==> config.mk <==
export PLATFORM = sky130hd
export DESIGN_NAME = mips_multicycle_control
export DESIGN_NICKNAME = d
export VERILOG_FILES = /design/src/rtl/mips_multicycle_control.sv
export SDC_FILE = /design/constraint.sdc
export NUM_CORES = 1
export LEC_CHECK = 0
export ABC_AREA = 1
export CORE_MARGIN = 4
export CORE_UTILIZATION = 40
export CTS_CLUSTER_DIAMETER = 50
export DETAILED_ROUTE_END_ITERATION = 16
export GPL_ROUTABILITY_DRIVEN = 0
export PLACE_DENSITY = 0.81
export SLEW_MARGIN = 20
export SYNTH_ARGS = -nofsm -noshare
export SYNTH_HDL_FRONTEND = slang
export SYNTH_SLANG_ARGS = --single-unit
==> constraint.sdc <==
create_clock -name clk -period 1.8 [get_ports clk]
set_input_delay 0.27 -clock clk [delete_from_list [all_inputs] [get_ports clk]]
set_output_delay 0.27 -clock clk [all_outputs]
set_load 0.01 [all_outputs]
==> src/rtl/mips_multicycle_control.sv <==
// Multicycle MIPS control unit: a Moore FSM that sequences fetch, decode,
// execute, memory and write-back, and drives the datapath strobes and selects.
// Ports:
//   clk, rst_n           - clock, synchronous active-low reset
//   opcode, funct        - IR[31:26], IR[5:0]; sampled only in DECODE/MEMADR/IMMEX
//   zero                 - ALU zero flag (branch decision)
//   mem_ready            - memory completes the access this cycle
//   pc_we .. illegal     - 1-bit datapath strobes/selects, instr_done, illegal
//   alu_src_b, alu_op, pc_src - 2-bit selects
//   state                - current state code
// Configuration: define MC_JR_EN to add the jr (opcode 0, funct 8) state.
module mips_multicycle_control (
  input  logic       clk,
  input  logic       rst_n,
  input  logic [5:0] opcode,
  input  logic [5:0] funct,
  input  logic       zero,
  input  logic       mem_ready,
  output logic       pc_we,
  output logic       ir_we,
  output logic       iord,
  output logic       mem_rd,
  output logic       mem_wr,
  output logic       mem_to_reg,
  output logic       reg_dst,
  output logic       reg_we,
  output logic       alu_src_a,
  output logic       instr_done,
  output logic       illegal,
  output logic [1:0] alu_src_b,
  output logic [1:0] alu_op,
  output logic [1:0] pc_src,
  output logic [3:0] state
);

  localparam logic [5:0] OP_RTYPE = 6'd0;
  localparam logic [5:0] OP_J     = 6'd2;
  localparam logic [5:0] OP_BEQ   = 6'd4;
  localparam logic [5:0] OP_ADDI  = 6'd8;
  localparam logic [5:0] OP_ANDI  = 6'd12;
  localparam logic [5:0] OP_LW    = 6'd35;
  localparam logic [5:0] OP_SW    = 6'd43;
  localparam logic [5:0] FN_JR    = 6'd8;

  typedef enum logic [3:0] {
    S_FETCH  = 4'd0,
    S_DECODE = 4'd1,
    S_MEMADR = 4'd2,
    S_MEMRD  = 4'd3,
    S_MEMWB  = 4'd4,
    S_MEMWR  = 4'd5,
    S_EXEC   = 4'd6,
    S_ALUWB  = 4'd7,
    S_BRANCH = 4'd8,
    S_JUMP   = 4'd9,
    S_IMMEX  = 4'd10,
    S_IMMWB  = 4'd11,
    S_JR     = 4'd12,
    S_TRAP   = 4'd13
  } state_t;

  state_t cur_state;
  state_t nxt_state;

  // State register
  always_ff @(posedge clk) begin
    if (!rst_n) cur_state <= S_FETCH;
    else        cur_state <= nxt_state;
  end

  // Next-state logic
  always_comb begin
    nxt_state = cur_state;
    case (cur_state)
      S_FETCH:  if (mem_ready) nxt_state = S_DECODE;
      S_DECODE: begin
        case (opcode)
          OP_RTYPE: begin
`ifdef MC_JR_EN
            nxt_state = (funct == FN_JR) ? S_JR : S_EXEC;
`else
            nxt_state = (funct == FN_JR) ? S_TRAP : S_EXEC;
`endif
          end
          OP_LW, OP_SW:     nxt_state = S_MEMADR;
          OP_BEQ:           nxt_state = S_BRANCH;
          OP_J:             nxt_state = S_JUMP;
          OP_ADDI, OP_ANDI: nxt_state = S_IMMEX;
          default:          nxt_state = S_TRAP;
        endcase
      end
      S_MEMADR: nxt_state = (opcode == OP_LW) ? S_MEMRD : S_MEMWR;
      S_MEMRD:  if (mem_ready) nxt_state = S_MEMWB;
      S_MEMWR:  if (mem_ready) nxt_state = S_FETCH;
      S_EXEC:   nxt_state = S_ALUWB;
      S_IMMEX:  nxt_state = S_IMMWB;
      default:  nxt_state = S_FETCH;
    endcase
  end

  // Output logic; everything forced low while reset is asserted
  always_comb begin
    pc_we      = 1'b0;
    ir_we      = 1'b0;
    iord       = 1'b0;
    mem_rd     = 1'b0;
    mem_wr     = 1'b0;
    mem_to_reg = 1'b0;
    reg_dst    = 1'b0;
    reg_we     = 1'b0;
    alu_src_a  = 1'b0;
    instr_done = 1'b0;
    illegal    = 1'b0;
    alu_src_b  = 2'd0;
    alu_op     = 2'd0;
    pc_src     = 2'd0;
    state      = 4'd0;
    if (rst_n) begin
      state = 4'(cur_state);
      case (cur_state)
        S_FETCH: begin
          mem_rd    = 1'b1;
          alu_src_b = 2'd1;
          ir_we     = mem_ready;
          pc_we     = mem_ready;
        end
        S_DECODE: alu_src_b = 2'd3;
        S_MEMADR: begin
          alu_src_a = 1'b1;
          alu_src_b = 2'd2;
        end
        S_MEMRD: begin
          iord   = 1'b1;
          mem_rd = 1'b1;
        end
        S_MEMWB: begin
          mem_to_reg = 1'b1;
          reg_we     = 1'b1;
          instr_done = 1'b1;
        end
        S_MEMWR: begin
          iord       = 1'b1;
          mem_wr     = 1'b1;
          instr_done = mem_ready;
        end
        S_EXEC: begin
          alu_src_a = 1'b1;
          alu_op    = 2'd2;
        end
        S_ALUWB: begin
          reg_dst    = 1'b1;
          reg_we     = 1'b1;
          instr_done = 1'b1;
        end
        S_BRANCH: begin
          alu_src_a  = 1'b1;
          alu_op     = 2'd1;
          pc_src     = 2'd1;
          pc_we      = zero;
          instr_done = 1'b1;
        end
        S_JUMP: begin
          pc_src     = 2'd2;
          pc_we      = 1'b1;
          instr_done = 1'b1;
        end
        S_IMMEX: begin
          alu_src_a = 1'b1;
          alu_src_b = 2'd2;
          alu_op    = (opcode == OP_ANDI) ? 2'd3 : 2'd0;
        end
        S_IMMWB: begin
          reg_we     = 1'b1;
          instr_done = 1'b1;
        end
        S_JR: begin
          pc_src     = 2'd3;
          pc_we      = 1'b1;
          instr_done = 1'b1;
        end
        S_TRAP: begin
          illegal    = 1'b1;
          instr_done = 1'b1;
        end
        default: ;
      endcase
    end
  end

endmodule

==> impl_metrics.py, run 1 <==
metrics = {
    "grt": {
        "use_met1_pct": 26.6,
        "grt_pass1_vias": 1094,
        "top_usage_layer": "met2",
        "grt_pass1_wl_um": 4670,
        "grtUsageMet3_pct": 3.92,
        "track_usage_pct": 23.1,
        "use_met2_pct": 42.6,
        "grt_max_degree": 14,
        "grt_remaining_overflow": 0,
        "antenna_found_initial": 0,
    },
    "clocking": {
        "cts_max_level": 1,
        "cts_tree": "yes",
        "cts-root-buf": "clkbuf_4",
        "cts_sinks": 4,
        "clkSlewWorstSetupHoldPaths_ns": 0.04,
        "clock_path_buffers": 2,
        "cts_buffers": 3,
        "clock_latency_ns": 0.23,
    },
    "cells_and_area": {
        "syn2layout_area_growth_pct": 82.4,
        "reg_top3": "cur_state: 4 flops",
        "layout_commonest_cell": "nand2_1",
        "final_cell_mix": "nand2_1, buf_4, inv_1, nor2_1, dlygate4sd2_1",
        "fin_area_mm2": 0.00129,
        "diodes": 0,
        "n_fill_cell": 115,
        "largest_reg_flops": 4,
        "fin_nets": 216,
        "drive_gt1_share_pct": 30.8,
        "regMostFlops": "cur_state",
    },
    "floorplan": {
        "die_h_um": 50.1,
        "die_x_um": 50.1,
        "fp-row-count": 14,
        "top_level_ports": 37,
        "dieArea_mm2": 0.00251,
        "placeableCoreArea_mm2": 0.00159,
        "start_util_pct": 44.5,
    },
    "hold_path": {
        "hp-class": "in2reg",
    },
    "drt": {
        "postRouteAntennaNets": 0,
        "avgRoutedWirePerCell_um": 12.3,
        "drt-pass1-iter-count": 4,
        "drt-vias-per-instance": 4.78,
        "vias": 1062,
        "drc_errors": 0,
        "drtIter0Drc": 21,
        "wl_um": 2730,
    },
    "synthesis": {
        "synth-seq-area-share_pct": 11.3,
        "yosysWarnings": 0,
        "synth_top_cell_area_share_pct": 21.7,
        "netlist_area_um2": 709,
        "synth_area_leaders": "nand2_1, dfxtp_1, inv_1, nor2_1, nand3_1",
        "syn_inst": 139,
        "yosysTopAreaCell": "nand2_1",
        "yosysUniqueCellTypes": 23,
        "syn_nets": 155,
        "ys_ff_latch": 4,
        "avgSynthCellArea_um2": 5.10,
    },
    "critical_path": {
        "worstSetupStartpointType": "flop",
        "crit_fanout": 5,
        "end_kind": "output pin",
        "required_ns": 1.53,
        "critPathKind": "reg2out",
        "crit_arrival_ns": 1.46,
    },
    "timing": {
        "tightest_slew_ns": 0.285,
        "setup_viol": 0,
        "slew_headroom_pct": 80.8,
        "drv_slew": 0,
        "fin_crit_sh_pct": 95.9,
        "period_needed_ns": 1.73,
        "hold_violations": 0,
        "fmax_ghz": 0.579,
        "rsz0062_at_grt": "true",
        "skew_ns": 0.00450,
    },
    "pwr": {
        "vdd_drop_max_mv": 0.638,
        "power_density_mw_per_mm2": 798,
        "p_leak_nw": 0.775,
        "p_total_w": 0.00103,
    },
    "flow_run": {
        "max-cap-violations": 0,
    },
    "placement": {
        "hpwl_um": 2150,
        "port_buffers": 36,
        "place_area_mm2": 0.00124,
    },
    "outcome": {
        "status": "finished, final reports clean",
    },
}
## where the power goes
| part | switching [W] | total (W) | internal [W] |
|---|---|---|---|
| clock network | 0.0000338 | 0.000108 | 0.0000744 |
| registers | 0.0000452 | 0.000167 | 0.000122 |
| logic | 0.000413 | 0.000757 | 0.000344 |
## stage by stage
stage / setup TNS [ns] / worst slack (ns) / utilization, % / hold WS, ns / std cells
CTS: 0 / 0.00536 / 79.6 / 0.599 / 220
finish: 0 / 0.0743 / 81.2 / 0.605 / 222
global placement: -2.21 / -0.239 / 77.9 / 0.594 / 217
floorplan: 0 / 0.408 / - / 0.427 / 139
detailed placement: -2.51 / -0.314 / 77.9 / 0.613 / 217
global route: -0.0402 / -0.0179 / 81.2 / 0.638 / 222
## layer usage
metal  wire (um)  share of wire, %
met1        1110                41
met5           0                 0
met3         129               4.7
met2        1460                54
met4          23              0.84
## final cells by class
| class | count | area, um^2 | area share (%) |
|---|---|---|---|
| repair buffers | 59 | 509 | 39.4 |
| flip-flops and latches | 4 | 90.1 | 6.96 |
| clock buffers | 3 | 22.5 | 1.74 |
| well taps | 24 | 30.0 | 2.32 |
| multi-input cells | 105 | 541 | 41.8 |
| inverters | 27 | 101 | 7.83 |
## critical path: stages (launching register included)
cell,delay (ns)
dfxtp_2,0.33
buf_4,0.15
nor2_4,0.16
inv_2,0.08
nor2_1,0.13
o31ai_1,0.09
inv_1,0.05
clkdlybuf4s15_1,0.23
## kinds of logic (layout without fill, tap and decap cells)
kind of cell	after synthesis	in the layout	share of synthesized area [%]
compound gates	13	13	13.2
simple gates	92	92	59.1
flops	4	4	11.3
buf+inv	30	89	16.4
## worst paths after layout
path                            cells after the start         start           end  slack (ns)
worst max-delay path                                7  cur_state[3]  alu_src_b[1]        0.07
worst min-delay path                                8     opcode[1]  cur_state[3]        0.60
worst max register to register                      8  cur_state[3]  cur_state[2]        0.38
worst min register to register                      4  cur_state[0]  cur_state[0]        0.61
## synthesized netlist by cell type, drive strengths merged
cell     n
a21oi    6
a22oi    1
a31oi    2
buf      1
clkbuf   2
dfxtp    4
inv     27
nand2   45
nand3   11
nand4    1
nor2    29
nor3     6
o21a     1
o21ai    2
o31ai    1
## repair_timing
| action | in CTS | in global routing |
|---|---|---|
| hold endpoints to repair | 0 | 0 |
| endpoints found under the setup margin | 21 | 8 |
| buffers inserted | 0 | 2 |
| gates resized for setup | 34 | 21 |
| pin swaps | 1 | 5 |
| hold buffers | 0 | 0 |
No activity file was read; power rests on OpenSTA's default activity.
==> inputs of run 2 (changes only) <==
- CTS_CLUSTER_DIAMETER: 50 -> 200
- SETUP_SLACK_MARGIN: not set -> 0.05
==> run 2 against run 1 <==
Against the previous run:
- clock-buffer cell count unchanged
- total power increased by 2.9%
- register-to-register slack got worse by 0.04 ns
- maximum frequency decreased by 1.9%
- critical path depth decreased by 1
- critical path type unchanged
- largest power group unchanged
==> impl_metrics.py, run 2 (same netlist as run 1, synthesis figures left out) <==
metrics = {
    "critical_path": {
        "worstSetupStartpointType": "flop",
        "crit_start": "cur_state[1]",
        "crit_chain": "buf_4 -> nand2_1 -> nor3_1 -> nor2_1 -> nor2_1 -> buf_2",
        "path_buf_inv": 2,
        "required_ns": 1.53,
        "crit_slowest_cell": "dfxtp_4",
        "crit_fanout": 7,
        "end_kind": "output pin",
        "crit_arrival_ns": 1.49,
        "path_common_cell": "nor2_1",
        "reg2reg_from": "cur_state[3]",
        "critPathTopFamily": "simple AND/OR/NAND/NOR gates",
        "max_stage_delay_ns": 0.40,
        "critPathKind": "reg2out",
    },
    "cells_and_area": {
        "regMostFlops": "cur_state",
        "drive_gt1_share_pct": 35.2,
        "reg_top3": "cur_state: 4 flops",
        "final_cell_mix": "nand2_1, buf_4, inv_1, nor2_1, clkdlybuf4s50_1",
        "largest_reg_flops": 4,
        "syn2layout_area_growth_pct": 81.5,
        "layout_commonest_cell": "nand2_1",
        "fin_nets": 217,
        "diodes": 0,
    },
    "timing": {
        "tightest_slew_ns": 0.358,
        "period_needed_ns": 1.76,
        "hold_violations": 0,
        "fin_crit_sh_pct": 97.8,
        "layout_setup_ws_ns": 0.0404,
        "hold_ws_ns": 0.614,
        "slew_headroom_pct": 75.9,
        "rsz0062_at_grt": "true",
        "drv_slew": 0,
        "setup_viol": 0,
        "fmax_ghz": 0.568,
        "skew_ns": 0.00425,
    },
    "floorplan": {
        "die_x_um": 50.1,
        "fp-row-count": 14,
        "dieArea_mm2": 0.00251,
        "start_util_pct": 44.5,
        "placeableCoreArea_mm2": 0.00159,
        "top_level_ports": 37,
        "die_h_um": 50.1,
    },
    "clocking": {
        "clock_path_buffers": 2,
        "cts_max_level": 1,
        "cts_sinks": 4,
        "clock_latency_ns": 0.23,
        "cts_buffers": 3,
        "cts-root-buf": "clkbuf_4",
        "cts_tree": "yes",
        "clkSlewWorstSetupHoldPaths_ns": 0.04,
    },
    "placement": {
        "dpl_worst_slack_ns": -0.314,
        "hpwl_um": 2150,
        "port_buffers": 36,
    },
    "drt": {
        "postRouteAntennaNets": 0,
        "drt-pass1-iter-count": 4,
        "highest_layer": "met4",
        "drtIter0Drc": 35,
        "drc_errors": 0,
        "wl_um": 2920,
        "wl_met2_um": 1600,
        "m1WireLength_um": 1130,
        "drt-vias-per-instance": 4.86,
        "met3WireLength_um": 174,
        "vias": 1084,
        "avgRoutedWirePerCell_um": 13.1,
    },
    "pwr": {
        "p_clk_share_pct": 10.2,
        "power_density_mw_per_mm2": 825,
        "p_sw_share_pct": 48.9,
        "p_leak_nw": 0.762,
        "vdd_drop_max_mv": 0.644,
        "internal_power_w": 0.000543,
        "switchingPower_w": 0.000520,
        "seq_power_share_pct": 15.9,
        "p_comb_share_pct": 73.9,
    },
    "grt": {
        "track_usage_pct": 23.7,
        "grt_pass1_vias": 1112,
        "grt_max_degree": 14,
        "grt_remaining_overflow": 0,
        "antenna_found_initial": 0,
        "grt_pass1_wl_um": 4780,
    },
    "hold_path": {
        "min-delay-start": "cur_state[0]",
        "hp-class": "reg2reg",
    },
    "flow_run": {
        "max-cap-violations": 0,
    },
    "outcome": {
        "status": "finished, final reports clean",
    },
}
[run 2: layout make-up]
type                    count  area (um^2)
fillers                   115          307
clock buffers               3         22.5
multi-input cells         105          551
flip-flops and latches      4         90.1
repair buffers             60          493
well taps                  24         30.0
inverters                  27          101
[run 2: metrics by stage]
stage	TNS [ns]	instance area [um^2]	total power, W	instances	utilization [%]
after global routing	-0.00256	1290	0.00114	223	80.8
after CTS	0	1270	0.00101	220	79.5
after floorplan	0	709	0.000541	139	-
after global placement	-2.21	1240	0.000882	217	77.9
final	0	1290	0.00106	223	80.8
after detailed placement	-2.51	1240	0.000907	217	77.9
[run 2: power by group through the flow]
stage / Combinational (W) / Sequential, W / Clock [W]
2_1_floorplan: 0.000395 / 0.000146 / 0
6_report: 0.000785 / 0.000169 / 0.000108
4_1_cts: 0.000734 / 0.000159 / 0.000114
3_3_place_gp: 0.000733 / 0.000149 / 0
5_1_grt: 0.000853 / 0.000171 / 0.000121
3_5_place_dp: 0.000758 / 0.000149 / 0
[run 2: what timing repair did]
action                                  in CTS  in global routing
cloned                                       0                  0
endpoints found under the setup margin      21                 11
pin swaps                                    3                  6
hold buffers                                 0                  0
gates resized for setup                     41                 24
buffers inserted                             0                  3
[run 2: layer usage]
metal	up-vias	track usage [%]
met5	-	0
met4	0	7.37
met3	2	3.92
met2	40	44.3
met1	495	27.0
li1	547	-
[run 2: path summary, 6_finish.rpt]
kind,slack (ns),to,depth (start not counted)
min,0.61,cur_state[0],4
min reg2reg,0.61,cur_state[0],4
max,0.04,alu_op[1],6
max reg2reg,0.34,cur_state[2],8
[run 2: worst reg2reg max path, delay by kind of cell (launching register included)]
kind	cells	cell delay, ns
buffers and inverters	2	0.30
and+or+nand+nor	5	0.48
DFF	1	0.33
AOI/OAI and AO/OA	1	0.23
==> inputs of run 3 (changes only) <==
- CTS_CLUSTER_DIAMETER: 200 -> 120
==> results of run 3 <==
No change in the layout: final DEF, timing and power equal those of run 2.
